## config.mk

```make
export PLATFORM = sky130hd
export DESIGN_NAME = crc_wr_burst_gen
export DESIGN_NICKNAME = d
export VERILOG_FILES = /design/src/rtl/crc_wr_pkg.sv /design/src/rtl/crc8_lane_engine.sv /design/src/rtl/crc_wr_burst_gen.sv
export SDC_FILE = /design/constraint.sdc
export NUM_CORES = 1
export LEC_CHECK = 0
export CAP_MARGIN = 30
export CORE_ASPECT_RATIO = 0.7
export CORE_MARGIN = 8
export CORE_UTILIZATION = 50
export CTS_CLUSTER_SIZE = 10
export DETAILED_ROUTE_END_ITERATION = 10
export GPL_TIMING_DRIVEN = 0
export PLACE_DENSITY_LB_ADDON = 0.25
export SLEW_MARGIN = 20
export SYNTH_ARGS = -nofsm -noshare
export SYNTH_HDL_FRONTEND = slang
export SYNTH_SLANG_ARGS = --single-unit
```

## constraint.sdc

```tcl
create_clock -name i_clk -period 2.7 [get_ports i_clk]
set_clock_uncertainty 0.05 [all_clocks]
set_input_delay 0.54 -clock i_clk [delete_from_list [all_inputs] [get_ports i_clk]]
set_output_delay 0.54 -clock i_clk [all_outputs]
set_load 0.01 [all_outputs]
```

## src/rtl/crc_wr_pkg.sv

```systemverilog
// Shared types, burst constants and the CRC-8 fold helper for the DDR5 write-CRC generator.
package crc_wr_pkg;

  typedef enum logic [1:0] {IDLE, DATA, PAD, DONE} crc_state_e;

  typedef enum logic [1:0] {MODE_X4 = 2'd0, MODE_X8 = 2'd1, MODE_X16 = 2'd2} dev_mode_e;

  localparam int BEATS_BL16 = 8;
  localparam int BEATS_BL8  = 4;
  localparam int PAD_BEATS  = 4;

  // Reserved encoding 3 behaves as x8.
  function automatic dev_mode_e norm_mode(input logic [1:0] mode);
    case (mode)
      2'd0:    return MODE_X4;
      2'd2:    return MODE_X16;
      default: return MODE_X8;
    endcase
  endfunction

  // Serial MSB-first CRC-8 over one beat of a lane: the even UI sits in data[7:0] and the
  // odd UI in data[15:8]; within a UI, DQ0 is shifted first and only nbits DQs take part.
  function automatic logic [7:0] crc8_fold(input logic [7:0]  crc,
                                           input logic [15:0] data,
                                           input logic [3:0]  nbits,
                                           input logic [7:0]  poly);
    logic [7:0] c;
    logic       fb;
    c = crc;
    for (int ui = 0; ui < 2; ui++) begin
      for (int dq = 0; dq < 8; dq++) begin
        if (dq < int'(nbits)) begin
          fb = c[7] ^ data[ui*8 + dq];
          c  = {c[6:0], 1'b0};
          if (fb) c = c ^ poly;
        end
      end
    end
    return c;
  endfunction

endpackage

```

## src/rtl/crc8_lane_engine.sv

```systemverilog
// One byte lane's CRC-8 accumulator: seed, fold one 2-UI beat, or hold.
module crc8_lane_engine
  import crc_wr_pkg::*;
#(
  parameter int         LANE_W = 8,
  parameter logic [7:0] POLY   = 8'h07,
  parameter logic [7:0] INIT   = 8'h00
) (
  input  logic                i_clk,
  input  logic                i_reset,
  input  logic                i_seed,
  input  logic                i_fold,
  input  logic                i_narrow,
  input  logic [2*LANE_W-1:0] i_data,
  output logic [7:0]          o_crc
);

  logic [7:0]  r_crc;
  logic [15:0] w_uiData;
  logic [3:0]  w_nbits;
  logic [7:0]  w_next;

  // Spread the two UIs onto byte boundaries and fold them; x4 keeps only the low half of each UI.
  always_comb begin
    w_uiData              = '0;
    w_uiData[LANE_W-1:0]  = i_data[LANE_W-1:0];
    w_uiData[8 +: LANE_W] = i_data[LANE_W +: LANE_W];
    w_nbits               = i_narrow ? 4'(LANE_W/2) : 4'(LANE_W);
    w_next                = crc8_fold(r_crc, w_uiData, w_nbits, POLY);
  end

  // CRC register: reseed wins over fold, otherwise hold.
  always_ff @(posedge i_clk) begin
    if (i_reset || i_seed) r_crc <= INIT;
    else if (i_fold)       r_crc <= w_next;
  end

  assign o_crc = r_crc;

endmodule

```

## src/rtl/crc_wr_burst_gen.sv

```systemverilog
// DDR5 write-CRC generator: per-lane CRC-8 over a BL16 burst or a BL8 burst plus all-ones padding.
module crc_wr_burst_gen
  import crc_wr_pkg::*;
#(
  parameter int         NUM_LANES = 2,
  parameter int         LANE_W    = 8,
  parameter logic [7:0] POLY      = 8'h07,
  parameter logic [7:0] INIT      = 8'h00
) (
  input  logic                          i_clk,
  input  logic                          i_reset,
  input  logic                          i_crc_en,
  input  logic [2*NUM_LANES*LANE_W-1:0] i_crc_in_data,
  input  logic [1:0]                    i_mode,
  input  logic                          i_bl8,
  output logic                          o_busy,
  output logic                          o_crc_valid,
  output logic [8*NUM_LANES-1:0]        o_crc_code,
  output logic                          o_overrun
);

  localparam logic [2:0] LAST_BL16 = 3'(BEATS_BL16 - 1);
  localparam logic [2:0] LAST_BL8  = 3'(BEATS_BL8 - 1);
  localparam logic [2:0] LAST_PAD  = 3'(PAD_BEATS - 1);

  crc_state_e             r_state, w_nextState;
  logic [2:0]             r_cnt;
  dev_mode_e              r_mode;
  logic                   r_bl8;
  logic                   r_overrun;
  logic [8*NUM_LANES-1:0] r_crcCode;

  dev_mode_e              w_mode;
  logic                   w_accept;
  logic                   w_fold;
  logic                   w_seed;
  logic                   w_lastBeat;
  logic                   w_lastPad;
  logic [7:0]             w_laneCrc [NUM_LANES];
  logic [8*NUM_LANES-1:0] w_codeNow;

  // In IDLE the first beat is folded with the live mode; afterwards the latched mode rules.
  always_comb begin
    w_mode     = (r_state == IDLE) ? norm_mode(i_mode) : r_mode;
    w_accept   = i_crc_en && ((r_state == IDLE) || (r_state == DATA));
    w_fold     = w_accept || (r_state == PAD);
    w_seed     = (r_state == DONE);
    w_lastBeat = (r_cnt == (r_bl8 ? LAST_BL8 : LAST_BL16));
    w_lastPad  = (r_cnt == LAST_PAD);
  end

  for (genvar l = 0; l < NUM_LANES; l++) begin : g_lane
    logic                w_active;
    logic [2*LANE_W-1:0] w_data;

    assign w_active = (l == 0) || (w_mode == MODE_X16);
    assign w_data   = (r_state == PAD) ? '1 : i_crc_in_data[l*2*LANE_W +: 2*LANE_W];

    crc8_lane_engine #(
      .LANE_W (LANE_W),
      .POLY   (POLY),
      .INIT   (INIT)
    ) u_engine (
      .i_clk    (i_clk),
      .i_reset  (i_reset),
      .i_seed   (w_seed),
      .i_fold   (w_fold && w_active),
      .i_narrow (w_mode == MODE_X4),
      .i_data   (w_data),
      .o_crc    (w_laneCrc[l])
    );

    assign w_codeNow[8*l +: 8] = w_active ? w_laneCrc[l] : 8'h00;
  end

  // State register.
  always_ff @(posedge i_clk) begin
    if (i_reset) r_state <= IDLE;
    else         r_state <= w_nextState;
  end

  // Next-state logic: stalls in DATA simply hold; PAD and DONE ignore i_crc_en.
  always_comb begin
    w_nextState = r_state;
    case (r_state)
      IDLE: if (i_crc_en) w_nextState = DATA;
      DATA: if (i_crc_en && w_lastBeat) w_nextState = r_bl8 ? PAD : DONE;
      PAD:  if (w_lastPad) w_nextState = DONE;
      DONE: w_nextState = IDLE;
      default: w_nextState = IDLE;
    endcase
  end

  // Beat/pad counter and the per-burst mode latch.
  always_ff @(posedge i_clk) begin
    if (i_reset) begin
      r_cnt  <= '0;
      r_mode <= MODE_X4;
      r_bl8  <= 1'b0;
    end else begin
      case (r_state)
        IDLE: if (i_crc_en) begin
          r_cnt  <= 3'd1;
          r_mode <= norm_mode(i_mode);
          r_bl8  <= i_bl8;
        end
        DATA: if (i_crc_en) r_cnt <= w_lastBeat ? 3'd0 : r_cnt + 3'd1;
        PAD:  r_cnt <= w_lastPad ? 3'd0 : r_cnt + 3'd1;
        default: r_cnt <= '0;
      endcase
    end
  end

  // Sticky overrun flag and the code held between valid pulses.
  always_ff @(posedge i_clk) begin
    if (i_reset) begin
      r_overrun <= 1'b0;
      r_crcCode <= '0;
    end else begin
      if (i_crc_en && o_busy) r_overrun <= 1'b1;
      if (r_state == DONE)    r_crcCode <= w_codeNow;
    end
  end

  // Outputs: in DONE the lane registers are presented directly, afterwards the held copy.
  always_comb begin
    o_busy      = (r_state == PAD) || (r_state == DONE);
    o_crc_valid = (r_state == DONE);
    o_crc_code  = o_crc_valid ? w_codeNow : r_crcCode;
    o_overrun   = r_overrun;
  end

endmodule

```

# [After elaboration in Yosys (flattened, before gate mapping)]
# Index checks and enable logic that the tools add are counted.
[classes] add_sub_neg=1 mux=82 n_bitwise=64 magnitude_cmp=8 eq_ne=11 reduce_logical=14
[op_table] cell="$mux 8" n=33
[op_table] cell="$mux 3" n=37
[op_table] cell="$not 3->3" n=32
[op_table] cell="$mux 16" n=3
[op_table] cell="$xor 1x1->1" n=32
[op_table] cell="$lt 3x4->1 const A" n=4
[op_table] cell="$pmux 3 s3" n=1
[op_table] cell="$eq 2x2->1 const B" n=4
[op_table] cell="$lt 1x4->1 const A" n=2
[op_table] cell="$lt 2x4->1 const A" n=2
[op_table] cell="$mux 2" n=4
[op_table] cell="$pmux 2 s4" n=1
[op_table] cell="$logic_not 2->1" n=3
[op_table] cell="$ne 2x2->1 const B" n=3
[op_table] cell="$logic_and 1x1->1" n=4
[op_table] cell="$logic_or 1x1->1" n=4
[op_table] cell="$mux 4" n=1
[op_table] cell="$pmux 2 s2" n=1
[op_table] cell="$reduce_and 2->1" n=2
[op_table] cell="$add 3x1->3 const B" n=1
[op_table] cell="$eq 3x2->1 const B" n=1
[op_table] cell="$eq 3x3->1" n=1
[op_table] cell="$reduce_and 3->1" n=1
[op_table] cell="$eq 2x1->1 const B" n=1
[op_table] cell="2 further kinds" n=2
[word_totals] ff_bits=41 wordCells=188

# [Longest topological paths before layout]
[depth] word_depth=52 mapped_depth=14

# [Modules after synthesis]
# A second synthesis with hierarchy kept.
[unflattened] hier_cells=391 area_unflattened_um2=3922.5
[modules_own_cells] module="crc8_lane_engine" seq_area_each_um2=160.2 n_inst=2 cells_per_inst=113 area_per_inst_um2=1213.7
[modules_own_cells] module="crc_wr_burst_gen" seq_area_each_um2=500.5 n_inst=1 cells_per_inst=165 area_per_inst_um2=1495.2

# [Worst setup path before layout]
# Ideal clock, no wire load.
[synth_path] path_type="input to register" start="in i_crc_in_data[0]" end="reg g_lane[0].u_engine.r_crc[3]" setup_slack_ns=-0.113 arrival_time_ns=2.643 path_stages=10 cell_sequence="buf_2 > xor3_1 > nor2_1 > xnor2_2 > xnor3_1 > a21boi_1 > xor2_1 > xnor3_1 > nor2_1 > nor3_1"
[synth_between] elab_chain_cells=29 word_cells_on_any_way=56 classes_between="mux (32); bitwise (24)"
[synth_rtl] item="start, declared" line_no="crc_wr_burst_gen.sv:13" source="input logic [2*NUM_LANES*LANE_W-1:0] i_crc_in_data,"
[synth_rtl] item="$mux 16 (*)" line_no="crc_wr_burst_gen.sv:57" source="assign w_data = (r_state == PAD) ? '1 : i_crc_in_data[l*2*LANE_W +: 2*LANE_W];"
[synth_rtl] item="$xor 1x1->1 (*)" line_no="crc_wr_pkg.sv:33" source="fb = c[7] ^ data[ui*8 + dq];"
[synth_rtl] item="$mux 3 (*)" line_no="crc_wr_pkg.sv:35" source="if (fb) c = c ^ poly;"
[synth_rtl] item="$mux 8 (*)" line_no="crc_wr_pkg.sv:32" source="if (dq < int'(nbits)) begin"
[synth_rtl] item="$not 3->3 (no source line) or $mux 8 (tied branches)"
[synth_rtl] item="$mux 3 (tied with other cells)" line_no="crc_wr_pkg.sv:35"
[synth_rtl] item="$mux 8 (*)" line_no="crc_wr_pkg.sv:32"
[synth_rtl] item="$not 3->3 (no source line) (tied with other cells)"
[synth_rtl] item="(+8 left out)"
[synth_rtl] item="$mux 3 (tied with other cells)" line_no="crc_wr_pkg.sv:35"
[synth_rtl] item="$mux 8 (*)" line_no="crc_wr_pkg.sv:32"
[synth_rtl] item="$not 3->3 (no source line) (tied with other cells)"
[synth_rtl] item="$mux 3 (tied with other cells)" line_no="crc_wr_pkg.sv:35"
[synth_rtl] item="$mux 8 (*)" line_no="crc_wr_pkg.sv:32"
[synth_rtl] item="$not 3->3 (no source line) (tied with other cells)"
[synth_rtl] item="$mux 3 (tied with other cells)" line_no="crc_wr_pkg.sv:35"
[synth_rtl] item="$mux 8 (*) (6 in a row)" line_no="crc_wr_pkg.sv:32"
[synth_rtl] item="end signal, assigned" line_no="crc8_lane_engine.sv:35" source="else if (i_fold) r_crc <= w_next;"
[synth_rtl] item="end, declared" line_no="crc8_lane_engine.sv:18" source="logic [7:0] r_crc;"
# Every way passes the cells marked *; elsewhere a longest branch is shown, timed or not.
# A chain may end at the register's enable or synchronous reset.

# [Final worst setup path]
[layout_path] start="reg r_state[0]" end="reg g_lane[1].u_engine.r_crc[1]"
[layout_between] elab_chain_cells=31 word_cells_on_any_way=85 classes_between="order compare (8); eq/ne (4); mux (35); bitwise (31); reduce/logical (7)"
[layout_rtl] item="start, declared" line_no="crc_wr_burst_gen.sv:26" source="crc_state_e r_state, w_nextState;"
[layout_rtl] item="start signal, assigned" line_no="crc_wr_burst_gen.sv:79" source="else r_state <= w_nextState;"
[layout_rtl] item="$logic_not 2->1" line_no="crc_wr_burst_gen.sv:44, crc_wr_burst_gen.sv:45"
[layout_rtl] item="$mux 2" line_no="crc_wr_burst_gen.sv:44" source="w_mode = (r_state == IDLE) ? norm_mode(i_mode) : r_mode;"
[layout_rtl] item="$logic_not 2->1" line_no="crc_wr_burst_gen.sv:68" source=".i_narrow (w_mode == MODE_X4),"
[layout_rtl] item="$mux 4" line_no="crc8_lane_engine.sv:28" source="w_nbits = i_narrow ? 4'(LANE_W/2) : 4'(LANE_W);"
[layout_rtl] item="$lt 1x4->1" line_no="crc_wr_pkg.sv:32"
[layout_rtl] item="$mux 8" line_no="crc_wr_pkg.sv:32"
[layout_rtl] item="$xor 1x1->1 (tied with other cells)" line_no="crc_wr_pkg.sv:33"
[layout_rtl] item="$mux 3 (tied with other cells)" line_no="crc_wr_pkg.sv:35"
[layout_rtl] item="(+11 left out)"
[layout_rtl] item="$mux 8" line_no="crc_wr_pkg.sv:32"
[layout_rtl] item="$mux 8 (tied with other cells) (5 in a row)" line_no="crc_wr_pkg.sv:32"
[layout_rtl] item="$xor 1x1->1 (tied with other cells)" line_no="crc_wr_pkg.sv:33"
[layout_rtl] item="$mux 3 (tied with other cells)" line_no="crc_wr_pkg.sv:35"
[layout_rtl] item="$mux 8 (tied with other cells)" line_no="crc_wr_pkg.sv:32"
[layout_rtl] item="$not 3->3 (no source line) (tied with other cells)"
[layout_rtl] item="$mux 3 or $mux 8 (tied branches)" line_no="crc_wr_pkg.sv:35, crc_wr_pkg.sv:32"
[layout_rtl] item="$mux 8" line_no="crc_wr_pkg.sv:32"
[layout_rtl] item="end signal, assigned" line_no="crc8_lane_engine.sv:35"
[layout_rtl] item="end, declared" line_no="crc8_lane_engine.sv:18"
# Parallel ways exist; a longest one is shown, timed or not.

==> impl_metrics.tcl <==
set metrics [dict create \
    r2r-start "r_state[0]" \
    cp.arrival_ns 2.84 \
    num_rows 26 \
    drtPass1Iterations 5 \
    holdPathStages 2 \
    grt-ovfl-total 0 \
    diodes 0 \
    synth_ff_type "dfxtp_1" \
    crit_path_max_fanout 8 \
    grt_max_degree 13 \
    finalCritPeriodShare_pct 101 \
    reg2reg_to "g_lane[1].u_engine.o_crc[1]" \
    crit_type "reg2reg" \
    synth_warnings 0 \
    postLayoutSetupSlackWorst_ns -0.0235 \
    htree_levels 2 \
    boundaryPins 57 \
    netlist_area_mm2 0.00374 \
    max_freq_mhz 367 \
    grt_pass1_wl_um 16800 \
    die_y_um 88.3 \
    holdWs_ns 0.441 \
    io_buffer_count 53 \
    post-route-drc-count 0 \
    area_growth_pct 46.6 \
    synth_edf_count 0 \
    synth_area_per_cell_um2 8.56 \
    vias_per_cell 5.57 \
    violations "negative setup slack" \
    rsz0062_at_grt "yes" \
    worstPathRequired_ns 2.81 \
    ys_seq_area_share_pct 22.0 \
    reg2reg_depth 12 \
    synth_seq_cells 41 \
    slowest_delay_ns 0.36 \
    fin_crit_ns 2.72 \
    vias 3576 \
    totalWireLength_um 11900 \
    initial_core_util_pct 51.3 \
    slew_viol_final 0 \
    ctsHoldBuffers 0 \
    finalHoldViolCount 0 \
    drive_gt1_share_pct 32.2 \
    critPathSlowestCell "dfxtp_2" \
    min-delay-path-class "reg2reg" \
    end_kind "flop" \
    min_to "o_overrun" \
    outcome "complete, but fails checks" \
    cp-start-kind "flop" \
    fin_nets 589 \
    crit_path_cell_trace "inv_4, ha_4, buf_12, buf_6, nor2_4, xnor3_1, o211a_1, or3_4, a21oi_4, xnor2_2, xor2_1, a21oi_1" \
    startpoint "r_state[0]" \
    n_fill_cell 480 \
    track_usage_pct 19.4 \
    max_slew_margin_pct 45.6 \
    clk_pin_slew_ns 0.08 \
    synth_cell_types 57 \
    netlist_instances 437 \
    gp_congestion 0.888 \
    numCtsBuffers 5 \
    setup_viol 3 \
    grt_antenna_before_repair 0 \
    tightest_slew_ns 0.794 \
    rrSetupSlack_ns -0.02 \
    clock_latency_ns 0.29 \
    routedWlPerCell_um 18.5 \
    hpwl_um 7290 \
    drv_cap 0 \
    syn-num-nets 483 \
    clock_path_buffers 2 \
    dieArea_mm2 0.0105 \
    cts_tree "yes" \
    die_w_um 119 \
    cts_sinks 41 \
    worstHoldStart "o_overrun" \
    synthArstFlopShare_pct 0 \
    grt_pass1_vias 3534 \
    drtAntennaViolNets 0 \
    cts_root_buffer "clkbuf_8" \
    drtIter0Drc 202 \
    core-area_mm2 0.00729 \
]
-- flip-flops by register name, indices dropped and copies added, names as in the netlist --
| register | count |
|---|---|
| r_cnt | 3 |
| r_mode | 2 |
| r_bl8 | 1 |
| o_overrun | 1 |
| g_lane.u_engine.o_crc | 16 |
| r_crcCode | 16 |
| r_state | 2 |
-- cells by family (layout without fill, tap and decap cells) --
| logic type | after synthesis | after routing | share of synthesized area, % |
|---|---|---|---|
| AO/OA/AOI/OAI | 82 | 82 | 13.3 |
| multiplexers | 17 | 17 | 4.85 |
| XOR/XNOR | 113 | 113 | 34.2 |
| flip-flops | 41 | 41 | 22.0 |
| adder cells (fa/ha/maj) | 8 | 8 | 2.68 |
| buffers and inverters | 43 | 150 | 6.66 |
| AND/OR/NAND/NOR | 133 | 133 | 16.3 |
-- worst max-delay path by stage --
stage,endpoint,slack [ns],cells past startpoint
2_1_floorplan,g_lane[1].u_engine.o_crc[4],0.002,13
3_3_place_gp,g_lane[1].u_engine.o_crc[2],-0.67,10
3_5_place_dp,g_lane[1].u_engine.o_crc[3],-0.74,10
4_1_cts,o_busy,-0.02,9
5_1_grt,g_lane[0].u_engine.o_crc[3],-0.09,12
6_report,g_lane[1].u_engine.o_crc[1],-0.02,12
-- final cells by class --
| cell class | count | area, µm² | area share [%] |
|---|---|---|---|
| timing repair buffer | 102 | 972 | 17.7 |
| tap | 98 | 123 | 2.24 |
| buffer | 24 | 250 | 4.57 |
| multi-input combinational | 353 | 3120 | 57.0 |
| sequential | 41 | 828 | 15.1 |
| inverter | 16 | 68.8 | 1.26 |
| clock inverter | 1 | 30.0 | 0.548 |
| clock buffer | 7 | 86.3 | 1.57 |
-- worst max-delay path: cells and delay by family (launching register included) --
kind	cells	cell delay, ns
AOI/OAI and AO/OA	3	0.55
and+or+nand+nor	2	0.45
adders and majority gates	1	0.16
xor gates and xnor gates	3	0.69
buffers and inverters	3	0.33
DFF	1	0.36
-- layout by cell type (no fill, tap or decap), types with 19 or more instances in the layout --
master	Yosys	final
dfxtp_1	41	37
clkdlybuf4s50_1	0	31
buf_4	2	40
nor2_1	59	47
nand2_1	29	27
xnor2_1	67	52
o21ai_0	26	22
xnor2_2	8	19
a21oi_1	29	23
-- Yosys cell counts (3+ instances only) --
| cell type | count | share of area (%) |
|---|---|---|
| buf_2 | 4 | 0.54 |
| mux2i_1 | 8 | 2.1 |
| nand2_1 | 29 | 2.9 |
| xnor2_1 | 67 | 16 |
| dfxtp_1 | 41 | 22 |
| xnor2_2 | 8 | 3.5 |
| nor2b_1 | 18 | 3.0 |
| xnor3_1 | 11 | 6.6 |
| buf_6 | 3 | 0.90 |
| nand3_1 | 5 | 0.67 |
| a211oi_1 | 5 | 1.0 |
| mux2_2 | 9 | 2.7 |
| clkbuf_1 | 12 | 1.2 |
| o21ai_1 | 4 | 0.54 |
| xor2_1 | 21 | 4.9 |
| ha_1 | 8 | 2.7 |
| inv_1 | 16 | 1.6 |
| nor3_1 | 7 | 0.94 |
| nor2_1 | 59 | 5.9 |
| a21oi_1 | 29 | 3.9 |
| o21ai_0 | 26 | 3.5 |
| xor3_1 | 3 | 1.9 |
-- layer usage --
metal / up-vias / part of all wire, % / track usage (%) / wire length (µm)
met2: 144 / 48 / 34.5 / 5720
met5: - / 0 / 0 / 0
met3: 36 / 5.7 / 4.08 / 683
met1: 1736 / 43 / 23.6 / 5110
li1: 1660 / - / - / -
met4: 0 / 3.1 / 5.42 / 367
-- metrics by stage --
stage	util (%)	setup slack, ns	cells	instance area (µm²)	setup TNS [ns]
after floorplan	-	0.00206	437	3750	0
after global placement	60.4	-0.675	588	4400	-10.41
after detailed placement	60.4	-0.737	588	4400	-11.32
after CTS	68.4	-0.0191	623	4980	-0.0220
after global routing	75.2	-0.0902	642	5480	-0.553
final	75.2	-0.0235	642	5480	-0.0412
-- what timing repair did --
item                                    in CTS  in global routing
endpoints found under the setup margin      35                 31
gates resized for setup                     93                 78
setup buffers                               28                 18
cloned                                       0                  3
pin swaps                                   37                 46
Power is left out: the tool's default activity adds up to more than one toggle a clock period on the data nets, which glitch-free logic cannot reach.
